[src/rtl/fetch_pkg.sv]
// Shared types and defaults for the instruction fetch stage.
// The queue entry layout depends on instance parameters and is built in fetch_unit.
package fetch_pkg;

  typedef enum logic [1:0] {
    IDLE      = 2'd0,
    RUN       = 2'd1,
    HALT_WAIT = 2'd2
  } fetch_state_t;

  localparam logic [3:0] DEFAULT_HALT_OPCODE = 4'b1010;
  localparam int         DEFAULT_IMEM_DEPTH  = 2048;
  localparam int         DEFAULT_IMEM_WIDTH  = 16;
  localparam int         DEFAULT_ILEN        = 12;
  localparam int         DEFAULT_OPCODE_LEN  = 4;
  localparam int         DEFAULT_FQ_DEPTH    = 2;

  function automatic int fq_entry_w(input int ilen, input int pc_len);
    return ilen + pc_len;
  endfunction

endpackage

[src/rtl/fetch_queue.sv]
// Small synchronous FIFO between instruction memory return and decode.
// Flush wins over push; DEPTH must be a power of two so the pointers wrap on their own.
module fetch_queue #(
  parameter int DEPTH  = 2,
  parameter int DATA_W = 23,
  localparam int CW    = $clog2(DEPTH) + 1
) (
  input  logic              clk,
  input  logic              rstn,
  input  logic              push_i,
  input  logic [DATA_W-1:0] data_i,
  input  logic              pop_i,
  input  logic              flush_i,
  output logic [DATA_W-1:0] data_o,
  output logic [CW-1:0]     count_o,
  output logic              full_o,
  output logic              empty_o
);

  localparam int PW = $clog2(DEPTH);

  logic [DATA_W-1:0] mem_q [DEPTH];
  logic [PW-1:0]     wr_ptr_q;
  logic [PW-1:0]     rd_ptr_q;
  logic [CW-1:0]     count_q;
  logic              do_push;
  logic              do_pop;

  assign empty_o = (count_q == '0);
  assign full_o  = (count_q == CW'(DEPTH));
  assign count_o = count_q;
  assign data_o  = mem_q[rd_ptr_q];

  assign do_pop  = pop_i && !empty_o;
  assign do_push = push_i && (!full_o || do_pop);

  always_ff @(posedge clk) begin
    if (!rstn || flush_i) begin
      wr_ptr_q <= '0;
      rd_ptr_q <= '0;
      count_q  <= '0;
    end else begin
      if (do_push) wr_ptr_q <= wr_ptr_q + 1'b1;
      if (do_pop)  rd_ptr_q <= rd_ptr_q + 1'b1;
      count_q <= count_q + CW'(do_push) - CW'(do_pop);
    end
  end

  always_ff @(posedge clk) begin
    if (do_push && !flush_i) mem_q[wr_ptr_q] <= data_i;
  end

endmodule

[src/rtl/fetch_unit.sv]
// Instruction fetch stage: issues reads to a 1-cycle synchronous memory and feeds decode
// through a valid/ready queue, with start PC, redirect/flush and clean stop on HALT.
//
//   state     | meaning
//   ----------+-------------------------------------------------------------
//   IDLE      | waiting for start; redirect ignored
//   RUN       | issuing fetches while queue + in-flight has room
//   HALT_WAIT | HALT queued, no issue; leaves with done once HALT is consumed
module fetch_unit
  import fetch_pkg::*;
#(
  parameter int                    IMEM_DEPTH  = DEFAULT_IMEM_DEPTH,
  parameter int                    IMEM_WIDTH  = DEFAULT_IMEM_WIDTH,
  parameter int                    ILEN        = DEFAULT_ILEN,
  parameter int                    OPCODE_LEN  = DEFAULT_OPCODE_LEN,
  parameter logic [OPCODE_LEN-1:0] HALT_OPCODE = OPCODE_LEN'(DEFAULT_HALT_OPCODE),
  parameter int                    FQ_DEPTH    = DEFAULT_FQ_DEPTH,
  localparam int                   PC_LEN      = $clog2(IMEM_DEPTH)
) (
  input  logic                  clk,
  input  logic                  rstn,
  input  logic                  start,
  input  logic [PC_LEN-1:0]     start_pc,
  input  logic                  redirect_valid,
  input  logic [PC_LEN-1:0]     redirect_pc,
  output logic [PC_LEN-1:0]     instr_addr,
  output logic                  instr_en,
  input  logic [IMEM_WIDTH-1:0] instr_dout,
  output logic                  out_valid,
  input  logic                  out_ready,
  output logic [ILEN-1:0]       out_instr,
  output logic [PC_LEN-1:0]     out_pc,
  output logic                  busy,
  output logic                  done
);

  typedef struct packed {
    logic [ILEN-1:0]   instr;
    logic [PC_LEN-1:0] pc;
  } fq_entry_t;

  localparam int FQ_W = fq_entry_w(ILEN, PC_LEN);
  localparam int CW   = $clog2(FQ_DEPTH) + 1;
  localparam int OW   = CW + 1;

  fetch_state_t      state_q;
  logic [PC_LEN-1:0] pc_q;
  logic [PC_LEN-1:0] inflight_pc_q;
  logic              inflight_q;
  logic              done_q;

  logic [CW-1:0]     fq_count;
  logic              fq_empty;
  logic              unused_fq_full;
  logic [FQ_W-1:0]   fq_head_bits;
  fq_entry_t         fq_head;
  fq_entry_t         ret_entry;

  logic [ILEN-1:0]   ret_instr;
  logic [PC_LEN-1:0] next_pc;
  logic [OW-1:0]     occupancy;
  logic              deq;
  logic              redirect;
  logic              issue;
  logic              ret_push;
  logic              halt_push;

  assign ret_instr = instr_dout[ILEN-1:0];
  assign deq       = out_valid && out_ready;
  assign redirect  = redirect_valid && (state_q != IDLE);
  // Redirect drops whatever is returning this cycle as well as the queue contents.
  assign ret_push  = inflight_q && !redirect;
  assign halt_push = ret_push && (state_q == RUN) &&
                     (ret_instr[OPCODE_LEN-1:0] == HALT_OPCODE);

  assign occupancy = OW'(fq_count) + OW'(inflight_q) - OW'(deq);
  assign issue     = (state_q == RUN) && !redirect && (occupancy < OW'(FQ_DEPTH));
  assign next_pc   = (pc_q == PC_LEN'(IMEM_DEPTH - 1)) ? '0 : pc_q + 1'b1;

  assign instr_en   = issue;
  assign instr_addr = issue ? pc_q : '0;

  assign ret_entry = '{instr: ret_instr, pc: inflight_pc_q};
  assign fq_head   = fq_entry_t'(fq_head_bits);

  assign out_valid = !fq_empty;
  assign out_instr = out_valid ? fq_head.instr : '0;
  assign out_pc    = out_valid ? fq_head.pc : '0;
  assign busy      = (state_q != IDLE);
  assign done      = done_q;

  fetch_queue #(
    .DEPTH  (FQ_DEPTH),
    .DATA_W (FQ_W)
  ) u_fetch_queue (
    .clk     (clk),
    .rstn    (rstn),
    .push_i  (ret_push),
    .data_i  (ret_entry),
    .pop_i   (deq),
    .flush_i (redirect),
    .data_o  (fq_head_bits),
    .count_o (fq_count),
    .full_o  (unused_fq_full),
    .empty_o (fq_empty)
  );

  if (IMEM_WIDTH > ILEN) begin : g_unused_hi
    logic unused_dout_hi;
    assign unused_dout_hi = ^instr_dout[IMEM_WIDTH-1:ILEN];
  end

  always_ff @(posedge clk) begin
    if (!rstn) begin
      state_q       <= IDLE;
      pc_q          <= '0;
      inflight_q    <= 1'b0;
      inflight_pc_q <= '0;
      done_q        <= 1'b0;
    end else begin
      done_q <= 1'b0;
      // A fetch issued alongside the HALT return is killed so nothing past HALT lands.
      inflight_q <= issue && !halt_push;
      if (issue) begin
        inflight_pc_q <= pc_q;
        pc_q          <= next_pc;
      end
      if (redirect) begin
        state_q <= RUN;
        pc_q    <= redirect_pc;
      end else begin
        case (state_q)
          IDLE: begin
            if (start) begin
              state_q <= RUN;
              pc_q    <= start_pc;
            end
          end
          RUN: begin
            if (halt_push) state_q <= HALT_WAIT;
          end
          HALT_WAIT: begin
            if (deq && (fq_count == CW'(1))) begin
              state_q <= IDLE;
              done_q  <= 1'b1;
            end
          end
          default: state_q <= IDLE;
        endcase
      end
    end
  end

endmodule
[config.mk]
export PLATFORM = sky130hd
export DESIGN_NAME = fetch_unit
export DESIGN_NICKNAME = d
export VERILOG_FILES = /design/src/rtl/fetch_pkg.sv /design/src/rtl/fetch_queue.sv /design/src/rtl/fetch_unit.sv
export SDC_FILE = /design/constraint.sdc
export NUM_CORES = 1
export LEC_CHECK = 0
export BUFFER_PORTS_ARGS = -buffer_cell sky130_fd_sc_hd__clkbuf_2
export CAP_MARGIN = 20
export CELL_PAD_IN_SITES_DETAIL_PLACEMENT = 1
export CELL_PAD_IN_SITES_GLOBAL_PLACEMENT = 2
export CORE_ASPECT_RATIO = 1.1
export CORE_UTILIZATION = 31
export CTS_CLUSTER_DIAMETER = 30
export DETAILED_ROUTE_END_ITERATION = 7
export PLACE_DENSITY_LB_ADDON = 0.1
export SKIP_CTS_REPAIR_TIMING = 1
export SYNTH_ARGS = -nofsm -noshare
export SYNTH_HDL_FRONTEND = slang
export SYNTH_SLANG_ARGS = --single-unit
[constraint.sdc]
create_clock -name clk -period 2.7 [get_ports clk]
set_clock_uncertainty 0.2 [all_clocks]
set_input_delay 0.27 -clock clk [delete_from_list [all_inputs] [get_ports clk]]
set_output_delay 0.27 -clock clk [all_outputs]
set_load 0.02 [all_outputs]
==> results of run 1 <==
Yosys cell counts (3+ instances only):
cell type	count
a22oi_1	4
a21oi_1	13
o221ai_1	5
nor4_1	4
dfxtp_1	31
ha_1	4
a31oi_1	5
and3_1	5
buf_2	8
mux2i_1	23
edfxtp_1	46
nand3_1	4
o21ai_0	3
nand2_1	32
nor2_1	33
xor2_1	3
clkbuf_1	6
nand4_1	3
inv_1	18
xnor2_1	8
logic make-up (layout without fill, tap and decap cells):
| logic type | Yosys count | count (layout) | share of synthesized area (%) |
|---|---|---|---|
| flops | 77 | 77 | 57.89 |
| mux | 23 | 23 | 6.657 |
| compound gates | 48 | 48 | 10.02 |
| buf+inv | 37 | 160 | 4.993 |
| fa+ha+maj | 5 | 5 | 2.026 |
| simple gates | 104 | 104 | 15.63 |
| xor+xnor | 11 | 11 | 2.786 |
placed cells by master (no fill, tap or decap), types with 9 or more instances in the layout:
master and instances:
buf_4 37, inv_2 11, dlygate4sd3_1 13, edfxtp_1 46, nor2_1 32, mux2i_1 23, nand2_1 28, dfxtp_1 29
a21oi_1 13, clkbuf_16 9, clkbuf_2 64
metal layers:
metal	track usage (%)	vias up	share of wire [%]
met5	0	-	0
met3	3.335	12	3.0
met1	19.04	1314	44
met4	6.000	0	1.5
li1	-	1338	-
met2	27.64	51	51
how the worst max path moves through the flow:
stage                              from              to  slack [ps]  cells past startpoint
6_report       u_fetch_queue.count_o[0]   instr_addr[3]        -310                     12
2_1_floorplan  u_fetch_queue.count_o[1]   instr_addr[6]          30                     12
3_5_place_dp   u_fetch_queue.count_o[0]         pc_q[6]         -40                     11
4_1_cts        u_fetch_queue.count_o[0]  instr_addr[10]        -420                     12
3_3_place_gp   u_fetch_queue.count_o[0]         pc_q[6]         -20                     11
5_1_grt        u_fetch_queue.count_o[0]   instr_addr[3]        -440                     12
sequential cells by signal, summed over array words and instances (netlist names), named ones only:
signal,cells
inflight_q,1
inflight_pc_q,11
u_fetch_queue.count_o,2
u_fetch_queue.rd_ptr_q,1
done,1
u_fetch_queue.mem_q,46
pc_q,11
u_fetch_queue.wr_ptr_q,1
state_q,2
tightest hold or removal path: cells and delay by family:
kind	cells	cell delay, ps
buffers and inverters	1	80
AO/OA/AOI/OAI	2	160
report_power, final:
group          switching [W]  internal [W]  total [W]
Combinational       0.000331      0.000251   0.000581
Clock               0.000479      0.000905    0.00138
Sequential         0.0000460       0.00129    0.00133
Total               0.000856       0.00244    0.00330
final cells by class:
cell class	count	area [um2]	area share, %
Timing Repair inverter	1	16.27	0.3377
Inverter	20	87.58	1.818
Tap cell	147	183.9	3.818
Multi-Input combinational cell	191	1358	28.18
Clock buffer	10	229.0	4.753
Timing Repair Buffer	123	823.3	17.09
Clock inverter	6	112.6	2.338
Sequential cell	77	2007	41.66
per-stage QoR:
| stage | hold slack [ps] | power (W) |
|---|---|---|
| after floorplan | 142.8 | 0.001668 |
| after global placement | 232.7 | 0.001869 |
| after detailed placement | 242.6 | 0.001878 |
| after CTS | -86.04 | 0.003264 |
| after global routing | 30.84 | 0.003441 |
| final | 25.23 | 0.003300 |
==> qor.csv, run 1 <==
metric,value,unit
finalCritPeriodShare,111.5,%
ctsLongestPathBuffers,2,
slowest_stage,fa_1,
synth_nets,353,
powerDensity,685.1,nW/um2
core,10910,um2
endpoint_kind,output port,
synth_top_area_share,39.94,%
tightestPinTransition,560.7,ps
cts_root_buf,clkbuf_16,
startpoint_type,flop,
r2r_setup_slack,-90,ps
io_buffers,76,
crit_type,flop to output port,
maxSlewViolCount,0,
hold_violations,0,
wl_per_cell,15.71,um
dp_slack,-38.89,ps
worst_path_most_repeated_cell,inv_2,
initial_utilization,31.70,%
r2r_end,pc_q[3],
instances_no_fill,575,
hold_end,pc_q[7],
clk_latency,330,ps
avgSynthCellArea,11.34,um2
r2r-start,u_fetch_queue.count_o[0],
max_freq,0.3323,GHz
seq_area_frac_synth,57.89,%
violations,setup timing,
path_cells,"nor2_4, nor2b_2, ha_1, inv_2, nand2_2, fa_1, and4bb_4, nand2_8, clkinv_8, nand2_1, inv_2, buf_4",
drt_wl_total,9035,um
ant_nets,0,
synth_area_leaders,"edfxtp_1, dfxtp_1, mux2i_1",
required,2230,ps
io_pins,81,
synth.distinct_cells,55,
synthCells,305,
drc,0,
grt_pass1_vias,2637,
grt_first_pass_wirelength,13590,um
fill_cells,1232,
overflow,0,
cp.arrival,2540,ps
status,"complete, but fails checks",
cts_tree,yes,
dieHeight,112.8,um
max_stage_delay,510,ps
fp-row-count,40,
vdd_drop_max,0.2968,mV
cts_sinks,77,
syn2layout_area_growth,39.29,%
crit_buf_inv,4,
htreeDepth,3,
fin_area,4817,um2
hold_class,input port to flop,
synth_top_area_cell,edfxtp_1,
worstHoldStart,redirect_pc[7],
dpl_cell_area,4161,um2
cap_viol_max_count,0,
synth-edff-count,46,
crit_family,adder cells,
layout-drive-gt1-share,38.32,%
synth_seq_cells,77,
period_needed,3010,ps
cts_inserted_buffers,9,
fp.dieW,102.7,um
synth_flop_cell,edfxtp_1,
die-area,11580,um2
dr.pass1.iters,6,
num_vias,2715,
setup_viol,16,
grt_usage,15.91,%
reg2regPathDepth,16,
fin_ws,-309.7,ps
relSlewSlack,62.62,%
dp.cells,539,
yosysWarnings,0,
async_flop_share,0,%
netlist_area,3458,um2
tns,-3590,ps
clk_pin_slew,60,ps
leakage,1.930,nW
nets,471,
finalWeightedCongestion,0.8200,
drt_iter0_markers,100,
rsz0062_at_grt,true,
grt_max_degree,25,
fin_util,44.15,%
dp_hpwl,6060,um
antennaDiodeCount,0,
vias_per_cell,4.722,
path_max_fanout,8,
hold_depth,3,
antenna_found_initial,0,
Note: power is estimated with default switching activity, not from simulation.
==> run 2: changes to the inputs <==
--- a/config.mk
+++ b/config.mk
@@ -10,7 +10,7 @@
 export CELL_PAD_IN_SITES_DETAIL_PLACEMENT = 1
 export CELL_PAD_IN_SITES_GLOBAL_PLACEMENT = 2
 export CORE_ASPECT_RATIO = 1.1
-export CORE_UTILIZATION = 31
+export CORE_UTILIZATION = 37
 export CTS_CLUSTER_DIAMETER = 30
 export DETAILED_ROUTE_END_ITERATION = 7
 export PLACE_DENSITY_LB_ADDON = 0.1
==> constraint.sdc (replaced) <==
create_clock -name clk -period 3.6 [get_ports clk]
set_clock_uncertainty 0.2 [all_clocks]
set_input_delay 0.36 -clock clk [delete_from_list [all_inputs] [get_ports clk]]
set_output_delay 0.36 -clock clk [all_outputs]
set_load 0.02 [all_outputs]
==> run 2 against run 1 <==
Compared with the run above:
- the run now ends clean
- sequential share of layout area grew 5.3 points
- cell area shrank 11%
- routed wire length shrank 12%
- via count shrank 6.2%
- core utilization grew 3.5 points
- critical path depth is the same
- critical path type unchanged
- critical endpoint is now instr_addr[5]
- largest power group is now registers
- highest routed layer unchanged
==> qor.csv, run 2 (synthesis results as in run 1) <==
metric,value,unit,change
status,"complete, no violations",,
clk_pin_slew,80,ps,+20 ps
r2r-start,u_fetch_queue.count_o[1],,
cts_inserted_buffers,9,,unchanged
setup_viol,0,,-16
initial_utilization,38.58,%,+6.9 points
nets,438,,-7.0%
required,3040,ps,+810 ps
die-area,9738,um2,-16%
cts_tree,yes,,
drc,0,,unchanged
relSlewSlack,45.72,%,-17 points
finalWeightedCongestion,0.8020,,-2.2%
final_common_cell,clkbuf_2,,
dp_hpwl,5685,um,-6.2%
max_freq,0.2957,GHz,
startpoint_type,flop,,
htreeDepth,3,,unchanged
crit_end,instr_addr[5],,
hold_violations,0,,unchanged
grt_usage,17.20,%,+1.3 points
cap_viol_max_count,0,,unchanged
crit_family,simple AND/OR/NAND/NOR gates,,
fin_util,47.63,%,+3.5 points
leakage,1.679,nW,-13%
fill_cells,998,,-19%
top_register,u_fetch_queue.mem_q,,
crit_buf_inv,4,,unchanged
dieHeight,103.4,um,-8.3%
crit_type,flop to output port,,
endpoint_kind,output port,,
cts_sinks,77,,unchanged
powerDensity,471.1,nW/um2,-31%
io_buffers,76,,unchanged
fp-row-count,36,,-10%
hold_class,input port to flop,,
reg2regPathDepth,11,,-5
syn2layout_area_growth,23.44,%,
dr.pass1.iters,4,,-2
final_cell_mix,"clkbuf_2, edfxtp_1, nor2_1, nand2_1, dfxtp_1",,
io_pins,81,,unchanged
clk_latency,350,ps,+20 ps
grt_first_pass_wirelength,12300,um,-9.5%
path_cells,"nor2_2, nor2b_2, ha_1, inv_1, nand2_1, fa_1, and4bb_4, nand2_8, inv_8, nand2_1, inv_1, clkbuf_2",,
path_max_fanout,17,,+9
whs,27.35,ps,+2.122 ps
grt_pass1_vias,2420,,-8.2%
slowest_stage,fa_1,,
vias_per_cell,5.006,,+6.0%
cts_root_buf,clkbuf_8,,
cp.arrival,2820,ps,+280 ps
cp.depth,12,,unchanged
reg_top3,"u_fetch_queue.mem_q (46), inflight_pc_q (11), pc_q (11)",,
rsz0062_at_grt,false,,
r2r_setup_slack,770,ps,+860 ps
drt_iter0_markers,34,,-66%
layout-drive-gt1-share,30.13,%,-8.2 points
num_vias,2548,,-6.2%
critPathLaunch,u_fetch_queue.count_o[1],,
overflow,0,,unchanged
vdd_drop_max,0.2038,mV,-31%
fp.dieW,94.18,um,-8.3%
maxSlewViolCount,0,,unchanged
largest_reg_flops,46,,unchanged
tightestPinTransition,810.7,ps,+249.9 ps
r2r_end,pc_q[5],,
ant_nets,0,,unchanged
ctsLongestPathBuffers,2,,unchanged
finalCritPeriodShare,93.94,%,
grt_max_degree,25,,unchanged
core,8964,um2,-18%
max_stage_delay,530,ps,+20 ps
period_needed,3382,ps,
drt_wl_total,7986,um,-12%
wl_per_cell,15.69,um,-0.15%
antenna_found_initial,0,,unchanged
antennaDiodeCount,0,,unchanged
-- run 2: cell types whose count changed in the layout (fill, tap and decap cells not counted), moves of 3 or more --
| cell | previous run | this run |
|---|---|---|
| inv_2 | 11 | 1 |
| clkbuf_2 | 64 | 76 |
| buf_4 | 37 | 5 |
| dlygate4sd3_1 | 13 | 10 |
| clkbuf_16 | 9 | 0 |
| nand2_1 | 28 | 32 |
| clkbuf_8 | 0 | 10 |
| nand2_4 | 3 | 0 |
| buf_6 | 8 | 0 |
| inv_1 | 8 | 18 |
-- run 2: through the flow --
step / total power (W) / std cells / setup slack [ps] / instance area (um2) / setup TNS [ps]
6_report: 0.002011 / 509 / 218.2 / 4269 / 0
3_5_place_dp: 0.001356 / 483 / 242.5 / 3931 / 0
3_3_place_gp: 0.001348 / 483 / 271.6 / 3931 / 0
2_1_floorplan: 0.001242 / 305 / 550.6 / 3458 / 0
5_1_grt: 0.002112 / 509 / 54.72 / 4269 / 0
4_1_cts: 0.002015 / 499 / -167.2 / 4131 / -1585
-- run 2: area by class of cell --
type                            count  area [um2]  area share (%)
Clock inverter                      6       62.56           1.465
Inverter                           20       82.58           1.934
Timing Repair Buffer               91       518.0           12.13
Tap cell                          114       142.6           3.341
Clock buffer                       10       137.6           3.224
Multi-Input combinational cell    191        1319           30.89
Sequential cell                    77        2007           47.01
-- run 2: power by group --
part           internal (W)  switching (W)  leakage [nW]
combinational      0.000138       0.000219         0.902
sequential         0.000965      0.0000336         0.670
clock              0.000338       0.000317         0.106
total               0.00144       0.000570          1.68
-- run 2: worst min path at each step --
stage,start,to,slack [ps],cells after the start
after CTS,instr_dout[10],u_fetch_queue.mem_q[0][21],-20,1
after global placement,inflight_pc_q[10],u_fetch_queue.mem_q[0][10],230,0
after floorplan,inflight_pc_q[0],u_fetch_queue.mem_q[0][0],230,0
after detailed placement,inflight_pc_q[10],u_fetch_queue.mem_q[0][10],240,0
after global routing,instr_dout[0],u_fetch_queue.mem_q[1][11],8,1
final,instr_dout[0],u_fetch_queue.mem_q[1][11],30,1
-- run 2: metal layers --
metal / part of all wire (%) / vias to the layer above / track usage (%)
met5: 0 / - / 0
met4: 1.3 / 0 / 6.746
met3: 3.1 / 7 / 3.801
met2: 51 / 49 / 30.16
met1: 45 / 1226 / 20.57
li1: - / 1266 / -
==> run 3: changes to the inputs <==
--- a/config.mk
+++ b/config.mk
@@ -10,7 +10,7 @@
 export CELL_PAD_IN_SITES_DETAIL_PLACEMENT = 1
 export CELL_PAD_IN_SITES_GLOBAL_PLACEMENT = 2
 export CORE_ASPECT_RATIO = 1.1
-export CORE_UTILIZATION = 37
+export CORE_UTILIZATION = 31
 export CTS_CLUSTER_DIAMETER = 30
 export DETAILED_ROUTE_END_ITERATION = 7
 export PLACE_DENSITY_LB_ADDON = 0.1
==> constraint.sdc (replaced) <==
create_clock -name clk -period 2.8 [get_ports clk]
set_clock_uncertainty 0.2 [all_clocks]
set_input_delay 0.28 -clock clk [delete_from_list [all_inputs] [get_ports clk]]
set_output_delay 0.28 -clock clk [all_outputs]
set_load 0.02 [all_outputs]
==> run 3 against run 2 <==
Compared with the run above:
- the flow now finishes with violations (hold timing, setup timing)
- global-route usage fell by 1.8 points
- count of clock-buffer cells in the layout rose by 1
- register-to-register slack got worse by 750 ps
- sequential share of layout area fell by 3.8 points
- flip-flop and latch count did not move
- highest routed layer unchanged
==> qor.csv, run 3 (synthesis results as in run 1) <==
metric,value,unit,change
status,"complete, but fails checks",,
violations,"hold timing, setup timing",,
leakage,1.798,nW,+7.1%
vdd_drop_max,0.2307,mV,+13%
antennaDiodeCount,0,,unchanged
vias_per_cell,4.676,,-6.6%
p_total,0.002863,W,+42%
drc,0,,unchanged
worstHoldStart,redirect_valid,,
grt_max_degree,25,,unchanged
instances_no_fill,559,,+9.8%
fin_ws,-221.9,ps,-440.1 ps
r2r-start,u_fetch_queue.count_o[1],,
r2r_end,pc_q[8],,
dr.pass1.iters,4,,unchanged
dp_hpwl,5902,um,+3.8%
ant_nets,0,,unchanged
path_max_fanout,7,,-10
htreeDepth,3,,unchanged
drt_wl_total,8542,um,+7.0%
endpoint_kind,output port,,
fin_area,4649,um2,+8.9%
rsz0062_at_grt,true,,
initial_utilization,31.70,%,-6.9 points
period_needed,3022,ps,
final_cell_mix,"clkbuf_2, edfxtp_1, nor2_1, dfxtp_1, mux2i_1",,
grt_pass1_vias,2615,,+8.1%
overflow,0,,unchanged
finalWeightedCongestion,0.8282,,+3.3%
fp-row-count,40,,+11%
crit_type,flop to output port,,
cts_tree,yes,,
antenna_found_initial,0,,unchanged
hold_end,state_q[1],,
cts_inserted_buffers,9,,unchanged
cts_root_buf,clkbuf_16,,
cap_viol_max_count,0,,unchanged
finalCritPeriodShare,107.9,%,
required,2320,ps,-720 ps
tightestPinTransition,513.1,ps,-297.6 ps
core,10910,um2,+22%
final_common_cell,clkbuf_2,,
largest_reg_flops,46,,unchanged
dieHeight,112.8,um,+9.1%
reg_top3,"u_fetch_queue.mem_q (46), inflight_pc_q (11), pc_q (11)",,
nets,455,,+3.9%
hold_violations,1,,+1
dp.cells,524,,+8.5%
fill_cells,1247,,+25%
dpl_cell_area,4041,um2,+2.8%
hold_class,input port to flop,,
critPathLaunch,u_fetch_queue.count_o[1],,
powerDensity,615.7,nW/um2,+31%
fp.dieW,102.7,um,+9.1%
syn2layout_area_growth,34.44,%,
io_pins,81,,unchanged
top_register,u_fetch_queue.mem_q,,
clk_latency,340,ps,about the same
cp.arrival,2540,ps,-280 ps
num_vias,2614,,+2.6%
layout-drive-gt1-share,37.62,%,+7.5 points
reg2regPathDepth,12,,+1
grt_first_pass_wirelength,13120,um,+6.7%
tns,-2426,ps,-2426 ps
setup_viol,12,,+12
io_buffers,76,,unchanged
die-area,11580,um2,+19%
maxSlewViolCount,0,,unchanged
relSlewSlack,65.79,%,+20 points
ctsLongestPathBuffers,2,,unchanged
whs,-1.948,ps,-29.30 ps
startpoint_type,flop,,
hold_depth,2,,+1
drt_iter0_markers,76,,+120%
grt_usage,15.41,%,-1.8 points
r2r_setup_slack,20,ps,-750 ps
max_freq,0.3309,GHz,
wl_per_cell,15.28,um,-2.6%
clk_pin_slew,60,ps,-20 ps
cts_sinks,77,,unchanged
[run 3: cell types whose count changed in the layout (fill, tap and decap cells not counted), sizes merged]
cell and change:
buf +26, clkbuf -11, clkinvlp +2, dlygate4sd3 +2, bufinv -1, inv -1
[run 3: worst max-delay path, stage by stage (launching register included)]
cell and delay (ps):
dfxtp_2 330, nor2_4 110, nor2b_2 50, ha_1 280
inv_2 70, nand2_2 50, fa_1 570, and4bb_4 290
nand2_8 90, clkinv_8 90, nand2_2 60, inv_2 80
buf_6 110
[run 3: report_power, final]
part | internal [W] | total, W | leakage, nW | switching, W
logic | 0.000225 | 0.000536 | 1.00 | 0.000311
registers | 0.00124 | 0.00129 | 0.670 | 0.0000451
clock network | 0.000594 | 0.00104 | 0.123 | 0.000445
[run 3: routing by layer]
layer | global-route usage, % | vias to the layer above | share of wire (%)
li1 | - | 1304 | -
met1 | 18.95 | 1243 | 44
met2 | 25.29 | 56 | 50
met3 | 3.397 | 11 | 4.3
met4 | 7.524 | 0 | 1.8
met5 | 0 | - | 0
[run 3: area by class of cell]
cell class / instances / area [um2] / share of cell area (%)
sequential: 77 / 2007 / 43.16
multi-input combinational: 191 / 1371 / 29.49
timing repair buffer: 107 / 721.9 / 15.53
timing repair inverter: 1 / 16.27 / 0.3498
tap: 147 / 183.9 / 3.956
clock buffer: 11 / 232.7 / 5.005
clock inverter: 5 / 28.78 / 0.6189
inverter: 20 / 87.58 / 1.884
[run 3: worst max-delay path by stage]
stage                    endpoint  slack [ps]  depth (start not counted)
global route        instr_addr[2]        -320                         12
global placement    instr_addr[0]          20                         12
floorplan           instr_addr[6]          20                         12
CTS                 instr_addr[5]        -390                         12
detailed placement        pc_q[5]         -30                         12
finish              instr_addr[7]        -220                         12
[run 3: through the flow]
stage          setup slack (ps)  util, %
2_1_floorplan             24.59        -
3_3_place_gp              24.99    37.04
3_5_place_dp             -32.72    37.04
4_1_cts                  -392.6    39.44
5_1_grt                  -322.8    42.61
6_report                 -221.9    42.61
